[config.mk]
export PLATFORM = sky130hd
export DESIGN_NAME = demux_4to1_capture_flat
export DESIGN_NICKNAME = d
export VERILOG_FILES = /design/src/rtl/demux_4to1_capture_pkg.sv /design/src/rtl/demux_4to1_capture_if.sv /design/src/rtl/demux_4to1_capture_lane_reg.sv /design/src/rtl/demux_4to1_capture.sv /design/src/flat_wrapper.sv
export SDC_FILE = /design/constraint.sdc
export NUM_CORES = 1
export LEC_CHECK = 0
export ABC_CLOCK_PERIOD_IN_PS = 1600
export BUFFER_PORTS_ARGS = -buffer_cell sky130_fd_sc_hd__buf_2
export CORE_MARGIN = 2
export CORE_UTILIZATION = 49
export CTS_CLUSTER_DIAMETER = 60
export DETAILED_ROUTE_END_ITERATION = 12
export PLACE_DENSITY_LB_ADDON = 0.08
export SYNTH_ARGS = -nofsm -noshare
export SYNTH_HDL_FRONTEND = slang
export SYNTH_SLANG_ARGS = --single-unit
[constraint.sdc]
create_clock -name clk -period 1.6 [get_ports clk]
set_input_delay 0.32 -clock clk [delete_from_list [all_inputs] [get_ports clk]]
set_output_delay 0.32 -clock clk [all_outputs]
set_load 0.02 [all_outputs]
[src/rtl/demux_4to1_capture_pkg.sv]
// Shared types and constants for the 1-to-4 demux / frame assembler.
// State encoding, lane indices and the lane one-hot helper live here.
package demux_pkg;

    typedef enum logic [1:0] {
        IDLE = 2'd0,
        FILL = 2'd1,
        FULL = 2'd2
    } state_t;

    localparam logic [1:0] LANE_A = 2'd0;
    localparam logic [1:0] LANE_B = 2'd1;
    localparam logic [1:0] LANE_C = 2'd2;
    localparam logic [1:0] LANE_D = 2'd3;

    localparam logic [3:0] FULL_MASK = 4'b1111;

    function automatic logic [3:0] laneOneHot(input logic [1:0] idx);
        logic [3:0] mask;
        mask = 4'b0001 << idx;
        return mask;
    endfunction

endpackage

[src/rtl/demux_4to1_capture_if.sv]
// Handshake, steering and frame-output bundle of demux_4to1_capture.
// The slave modport is the block itself; the master modport is its environment.
interface demux_4to1_capture_if #(
    parameter int WIDTH = 4
);
    logic [WIDTH-1:0] in;
    logic             in_valid;
    logic             in_ready;
    logic [1:0]       sel;
    logic             mode;
    logic             clear;
    logic [WIDTH-1:0] a;
    logic [WIDTH-1:0] b;
    logic [WIDTH-1:0] c;
    logic [WIDTH-1:0] d;
    logic [3:0]       lane_valid;
    logic             frame_done;
    logic             out_ready;
    logic [1:0]       slot;
    logic             overrun;

    modport slave (
        input  in, in_valid, sel, mode, clear, out_ready,
        output in_ready, a, b, c, d, lane_valid, frame_done, slot, overrun
    );

    modport master (
        output in, in_valid, sel, mode, clear, out_ready,
        input  in_ready, a, b, c, d, lane_valid, frame_done, slot, overrun
    );

endinterface

[src/rtl/demux_4to1_capture_lane_reg.sv]
// One lane data register: synchronous clear wins over load, otherwise holds.
// Data is kept across frame consumes; only clear/reset zeroes it.
module lane_reg #(
    parameter int WIDTH = 4
) (
    input  logic             clk,
    input  logic             clear,
    input  logic             load,
    input  logic [WIDTH-1:0] d,
    output logic [WIDTH-1:0] q
);

    logic [WIDTH-1:0] r_data;

    always_ff @(posedge clk) begin
        if (clear) begin
            r_data <= '0;
        end else if (load) begin
            r_data <= d;
        end
    end

    assign q = r_data;

endmodule

[src/rtl/demux_4to1_capture.sv]
// Receive-side 1-to-4 demux: steers accepted words into four lanes and
// presents a complete frame until the consumer acknowledges it.
module demux_4to1_capture
    import demux_pkg::*;
#(
    parameter int WIDTH = 4
) (
    input logic                 clk,
    input logic                 reset,
    demux_4to1_capture_if.slave bus
);

    state_t           r_state;
    logic [3:0]       r_laneValid;
    logic [1:0]       r_slot;
    logic             r_frameDone;
    logic             r_overrun;

    logic             w_flush;
    logic             w_inReady;
    logic             w_accept;
    logic [1:0]       w_target;
    logic [3:0]       w_targetMask;
    logic [3:0]       w_laneValidNext;
    logic [3:0]       w_load;
    logic [WIDTH-1:0] w_lane [4];

    // Soft clear behaves exactly like reset and outranks every other input.
    assign w_flush         = reset || bus.clear;
    assign w_inReady       = (r_state != FULL);
    assign w_accept        = bus.in_valid && w_inReady;
    assign w_target        = bus.mode ? r_slot : bus.sel;
    assign w_targetMask    = laneOneHot(w_target);
    assign w_laneValidNext = r_laneValid | w_targetMask;
    assign w_load          = w_accept ? w_targetMask : 4'b0000;

    for (genvar gi = 0; gi < 4; gi++) begin : g_lane
        lane_reg #(
            .WIDTH(WIDTH)
        ) u_lane (
            .clk  (clk),
            .clear(w_flush),
            .load (w_load[gi]),
            .d    (bus.in),
            .q    (w_lane[gi])
        );
    end

    always_ff @(posedge clk) begin
        if (w_flush) begin
            r_state     <= IDLE;
            r_laneValid <= 4'b0000;
            r_slot      <= 2'd0;
            r_frameDone <= 1'b0;
            r_overrun   <= 1'b0;
        end else begin
            r_frameDone <= 1'b0;
            case (r_state)
                IDLE, FILL: begin
                    if (bus.in_valid) begin
                        r_laneValid <= w_laneValidNext;
                        if (bus.mode) begin
                            r_slot <= r_slot + 2'd1;
                        end
                        if (w_laneValidNext == FULL_MASK) begin
                            r_state     <= FULL;
                            r_frameDone <= 1'b1;
                        end else begin
                            r_state <= FILL;
                        end
                    end
                end
                FULL: begin
                    // Words offered while full are dropped and remembered.
                    if (bus.in_valid) begin
                        r_overrun <= 1'b1;
                    end
                    if (bus.out_ready) begin
                        r_state     <= IDLE;
                        r_laneValid <= 4'b0000;
                        r_slot      <= 2'd0;
                    end
                end
                default: begin
                    r_state <= IDLE;
                end
            endcase
        end
    end

    assign bus.in_ready   = w_inReady;
    assign bus.a          = w_lane[LANE_A];
    assign bus.b          = w_lane[LANE_B];
    assign bus.c          = w_lane[LANE_C];
    assign bus.d          = w_lane[LANE_D];
    assign bus.lane_valid = r_laneValid;
    assign bus.frame_done = r_frameDone;
    assign bus.slot       = r_slot;
    assign bus.overrun    = r_overrun;

endmodule

[src/flat_wrapper.sv]
// flat-port wrapper written by rule: the top's interface ports become plain ports
module demux_4to1_capture_flat import demux_pkg::*;
#(
    parameter int WIDTH = 4
)
  (clk, reset, bus_in, bus_in_valid, bus_sel, bus_mode, bus_clear, bus_out_ready, bus_in_ready, bus_a, bus_b, bus_c, bus_d, bus_lane_valid, bus_frame_done, bus_slot, bus_overrun);
  demux_4to1_capture_if #(.WIDTH(WIDTH)) bus_i ();
  input logic clk;
  input logic reset;
  input wire logic [$bits(bus_i.in)-1:0] bus_in;
  input wire logic [$bits(bus_i.in_valid)-1:0] bus_in_valid;
  input wire logic [$bits(bus_i.sel)-1:0] bus_sel;
  input wire logic [$bits(bus_i.mode)-1:0] bus_mode;
  input wire logic [$bits(bus_i.clear)-1:0] bus_clear;
  input wire logic [$bits(bus_i.out_ready)-1:0] bus_out_ready;
  output wire logic [$bits(bus_i.in_ready)-1:0] bus_in_ready;
  output wire logic [$bits(bus_i.a)-1:0] bus_a;
  output wire logic [$bits(bus_i.b)-1:0] bus_b;
  output wire logic [$bits(bus_i.c)-1:0] bus_c;
  output wire logic [$bits(bus_i.d)-1:0] bus_d;
  output wire logic [$bits(bus_i.lane_valid)-1:0] bus_lane_valid;
  output wire logic [$bits(bus_i.frame_done)-1:0] bus_frame_done;
  output wire logic [$bits(bus_i.slot)-1:0] bus_slot;
  output wire logic [$bits(bus_i.overrun)-1:0] bus_overrun;
  assign bus_i.in = bus_in;
  assign bus_i.in_valid = bus_in_valid;
  assign bus_i.sel = bus_sel;
  assign bus_i.mode = bus_mode;
  assign bus_i.clear = bus_clear;
  assign bus_i.out_ready = bus_out_ready;
  assign bus_in_ready = bus_i.in_ready;
  assign bus_a = bus_i.a;
  assign bus_b = bus_i.b;
  assign bus_c = bus_i.c;
  assign bus_d = bus_i.d;
  assign bus_lane_valid = bus_i.lane_valid;
  assign bus_frame_done = bus_i.frame_done;
  assign bus_slot = bus_i.slot;
  assign bus_overrun = bus_i.overrun;
  demux_4to1_capture #(.WIDTH(WIDTH)) u_core (.clk(clk), .reset(reset), .bus(bus_i));
endmodule
Word-level counts from Yosys, hierarchy flattened. Cells that the tools add are included.

Bits in registers: 26. Input port bits: 12. Output and inout port bits: 25.

$add $sub $neg: 1. Eq/ne operators: 7. Shift operators: 1. Mux-type cells: 13. Bitwise logic cells: 3. Reductions and logical operators: 10.

Operators with widths (number): $mux W2 (6); $mux W4 (3); $ne A2 B2 Y1 const B (4); $pmux W2 S2 (2); $pmux W4 S2 (1); $eq A4 B4 Y1 const B (1); $or A4 B4 Y4 (1); $reduce_and A2 Y1 (2); $reduce_and A4 Y1 (1); $shl A1 B2 Y4 const A (1); $reduce_and A3 Y1 (1); $reduce_or A3 Y1 (1); $add A2 B1 Y2 const B (1); $eq A2 B1 Y1 const B (1); $eq A2 B2 Y1 const B (1); $logic_not A2 Y1 (1); $not A1 Y1 (2); $reduce_bool A2 Y1 (1); $reduce_or A2 Y1 (1); $logic_and A1 B1 Y1 (1); $logic_or A1 B1 Y1 (1); $mux W1 (1).

Logic depth before layout (Yosys ltp).
Word-level depth: 7. Depth in mapped cells: 5. Mapped depth without buffers: 5.

Modules after synthesis. A second synthesis with hierarchy kept.

Cell total of the unflattened synthesis: 112. Area, all modules: 1068.5 µm².

Modules (own cells, without submodules): lane_reg (times used 4, cells an instance 13, area each 140.1 µm², seq. area each 80.1 µm²); demux_4to1_capture (times used 1, cells an instance 60, area each 508.0 µm², seq. area each 200.2 µm²).

Least setup slack after synthesis. Ideal clock, no wire load.

Path type: register -> register. From: register u_core.r_slot[1], in the netlist u_core.bus.slot[1]. To: register u_core.r_state[0]. Arrival time: 1.347 ns. Required time: 1.485 ns. Path slack: 0.139 ns. Cell stages (with the launch flop): 5. Clock period less this slack: 1.461 ns. Cell sequence: dfxtp_1 -> nor2b_1 -> a221oi_2 -> or3_4 -> o21a_1.

Word-level cells in the longest chain between the ends: 7.

RTL lines: start, declared (line demux_4to1_capture.sv:15) `logic [1:0] r_slot;`; start signal, assigned (line demux_4to1_capture.sv:63) `r_slot <= r_slot + 2'd1;`; $mux W2 (line demux_4to1_capture.sv:32) `assign w_target = bus.mode ? r_slot : bus.sel;`; $shl A1 B2 Y4 (line demux_4to1_capture_pkg.sv:20) `mask = 4'b0001 << idx;`; $or A4 B4 Y4 (line demux_4to1_capture.sv:34) `assign w_laneValidNext = r_laneValid | w_targetMask;`; $eq A4 B4 Y1 (line demux_4to1_capture.sv:65) `if (w_laneValidNext == FULL_MASK) begin`; $mux W2 (line demux_4to1_capture.sv:65); $mux W2 (line demux_4to1_capture.sv:60) `if (bus.in_valid) begin`; $pmux W2 S2 (line demux_4to1_capture.sv:58) `case (r_state)`; end signal, assigned (line demux_4to1_capture.sv:66) `r_state <= FULL;`; end signal, assigned (line demux_4to1_capture.sv:69) `r_state <= FILL;`; end signal, assigned (line demux_4to1_capture.sv:79) `r_state <= IDLE;`; end, declared (line demux_4to1_capture.sv:13) `state_t r_state;`.

Every way passes these cells. The select of a mux whose other input is x is not followed. A chain may end at the register's enable or synchronous reset.

Worst setup path in the final report.
From: register u_core.r_state[1]. To: output bus_in_ready.

Word-level cells in the longest chain between the ends: 1.

RTL lines: start signal, assigned (line demux_4to1_capture.sv:51) `r_state <= IDLE;`; start signal, assigned (line demux_4to1_capture.sv:66); start signal, assigned (line demux_4to1_capture.sv:69); $ne A2 B2 Y1 (line demux_4to1_capture.sv:30) `assign w_inReady = (r_state != FULL);`; end, declared (line flat_wrapper.sv:16) `output wire logic [$bits(bus_i.in_ready)-1:0] bus_in_ready;`.

Every way passes these cells.

==> run metrics <==
post-route ant nets 0; Critical Path RT between 1000 and 1500 ps; CP Launch Type register; initial core utilization 0.521; Diodes inserted 0; Post-CTS Repair Setup Buffers 0; Worst EP arrival 1200 ps; core area around 2200 sq um; final worst path period need around 1500 ps; Fin Setup TNS 0 ps; Post-Layout Cell Count 182; PwrDens around 900 nW/um^2; GRT overflow 0; Peak VDD IR about 0.62 mV; crit path max fanout 6; fin crit share 0.949; number of synthesized register bits 26; Die Ht 52.5 microns; gate count after technology mapping about 120; Final Slew Violations 0; CTS root buffer clkbuf_4; WL final 2330 microns; crit path buf inv count 2; clk sinks 26; crit-path leading delay family flip-flops; largest net degree at the start of global routing 23; clock skew roughly 1.9 ps; via count between 900 and 1000; first-pass GRT wire length 3970 microns; Initial DRT Pass Iterations 4; synth unique cells 31; GRT Util Overall 0.195; ratio of cells with drive above 1 in the final layout 0.357; antenna violations before repair 0; num rows 17; CP peak stage delay around 400 ps; I/O pin total 37; number of global-route vias before repair 865; worst path cell trace nor2b_2 -> inv_2 -> buf_2; H-tree depth 1; Critical-path top delay cell dfxtp_1; synthesized cell area roughly 1200 sq um; sequential share of the synthesized area 0.451; Pwr Total between 1 and 1.5 mW; DRC Markers 0; Via density between 5 and 6; final core utilization 0.632; outcome completed; Least-Margin Pin Slew approximately 320 ps; Worst Hold Class input port to register; Filler cells approximately 230; placer congestion estimate between 0.7 and 0.8; maximum capacitance violations 0; syn avg cell area roughly 9.7 sq um; Setup violations, final 0; RSZ-0062 raised after global routing false; area occupied by multi-input gates 599 sq um; FMAX 0.659 GHz; die width 52.5 microns; post-DP HPWL ~1800 microns; DR iter-0 viols 7; post-synth net total ~130; leakage between 0.7 and 0.8 nW; register area 520 sq um; CTS max path bufs 2; Routed WL per cell about 13 microns; final hold violation count 0; share of the synthesized area in the top cell type 0.451; synth warn 0; area grow syn2layout 21.3%; max_slew headroom 0.783; Port-buffer cells 36; clk_lat worst skew around 320 ps; Clock transition at path regs about 140 ps; Area contributors post-synth dfxtp_1, mux2i_1, nor2_1; Placed Cells between 150 and 200; DIE AREA 2760 sq um; Final #Nets around 170; CTS Buf Count 3; crit path kind register to output pin; crit end category output pin; CTS tree built; post-synth top area cell dfxtp_1
==> worst paths after layout <==
check	from	depth (start not counted)	end	slack, ps
hold / removal	bus_out_ready	2	u_core.r_state[1]$_SDFFE_PP0P_	190
setup / recovery	u_core.r_state[1]$_SDFFE_PP0P_	3	bus_in_ready	80
hold reg to reg	u_core.bus.lane_valid[3]$_SDFFE_PP0P_	2	u_core.bus.lane_valid[3]$_SDFFE_PP0P_	480
setup reg to reg	u_core.bus.slot[1]$_SDFFE_PP0P_	4	u_core.r_state[0]$_SDFFE_PP0P_	150
==> cells by family after synthesis <==
group	after synthesis	synth area share
mux	20	0.182
simple gates	51	0.241
buf+inv	7	0.0314
flops	26	0.451
compound gates	15	0.0944
==> metal layers <==
metal,vias to the layer above,part of all wire,global-route usage
li1,484,-,-
met1,449,0.44,0.253
met2,22,0.50,0.325
met3,4,0.044,0.0257
met4,0,0.013,0.0769
met5,-,0,0
==> flip-flops by register name, indices dropped and copies added (netlist names) <==
register / cells
u_core.r_state: 2
u_core.bus.lane_valid: 4
u_core.bus.overrun: 1
u_core.g_lane.u_lane.q: 16
u_core.bus.slot: 2
u_core.bus.frame_done: 1
==> synthesized netlist by cell type <==
cell type  number
buf_2           1
inv_2           1
buf_6           1
mux2i_1        16
or2_2           1
and2b_1         1
o21a_1          1
a21boi_1        1
nor2b_1         3
clkbuf_2        1
nand3_1         2
a211o_1         1
nand3b_1        1
and3b_1         2
nand2b_1        3
a21oi_1         7
clkbuf_1        3
nor2_1         25
o32ai_1         1
dfxtp_1        26
or3_4           1
a311oi_1        1
a221oi_2        1
o21ai_0         1
mux2_2          2
nand4_2         4
nand2_1         5
mux2i_2         2
nor3b_1         1
nor3_1          2
a211oi_2        1
==> report_power, final <==
group          switching, mW  total [mW]  leakage, nW  internal [mW]
registers            0.00813       0.666        0.210          0.658
clock network          0.193       0.446       0.0279          0.253
logic                 0.0802       0.139        0.472         0.0588
==> through the flow <==
step | setup WS [ps] | hold slack [ps] | area [sq um]
5_1_grt | 6.65 | 193 | 1400
3_3_place_gp | 21.4 | 446 | 1340
6_report | 81.4 | 194 | 1400
4_1_cts | 68.6 | 189 | 1400
2_1_floorplan | 139 | 441 | 1150
3_5_place_dp | 1.89 | 461 | 1340
==> layout make-up <==
class / count / share of cell area
Timing Repair Buffer: 37 / 0.134
Tap cell: 28 / 0.0250
Sequential cell: 26 / 0.372
Clock inverter: 1 / 0.0215
Inverter: 1 / 0.00268
Multi-Input combinational cell: 86 / 0.428
Clock buffer: 3 / 0.0161
==> what timing repair did <==
action | in CTS | in global routing
hold buffers | 0 | 0
endpoints found under the setup margin | 1 | 0
gates resized for setup | 1 | 0
==> layout by cell type (no fill, tap or decap), types with 2 or more instances in the layout <==
master,synthesis,final
clkbuf_4,0,3
and3b_1,2,2
nor2b_1,3,2
nor2_1,25,25
nand2_1,5,5
buf_2,1,36
nand4_2,4,4
mux2i_2,2,2
mux2_2,2,2
nor3_1,2,2
dfxtp_1,26,26
nand2b_1,3,3
a21oi_1,7,7
nand3_1,2,2
mux2i_1,16,16
Note: power is estimated with default switching activity, not from simulation.
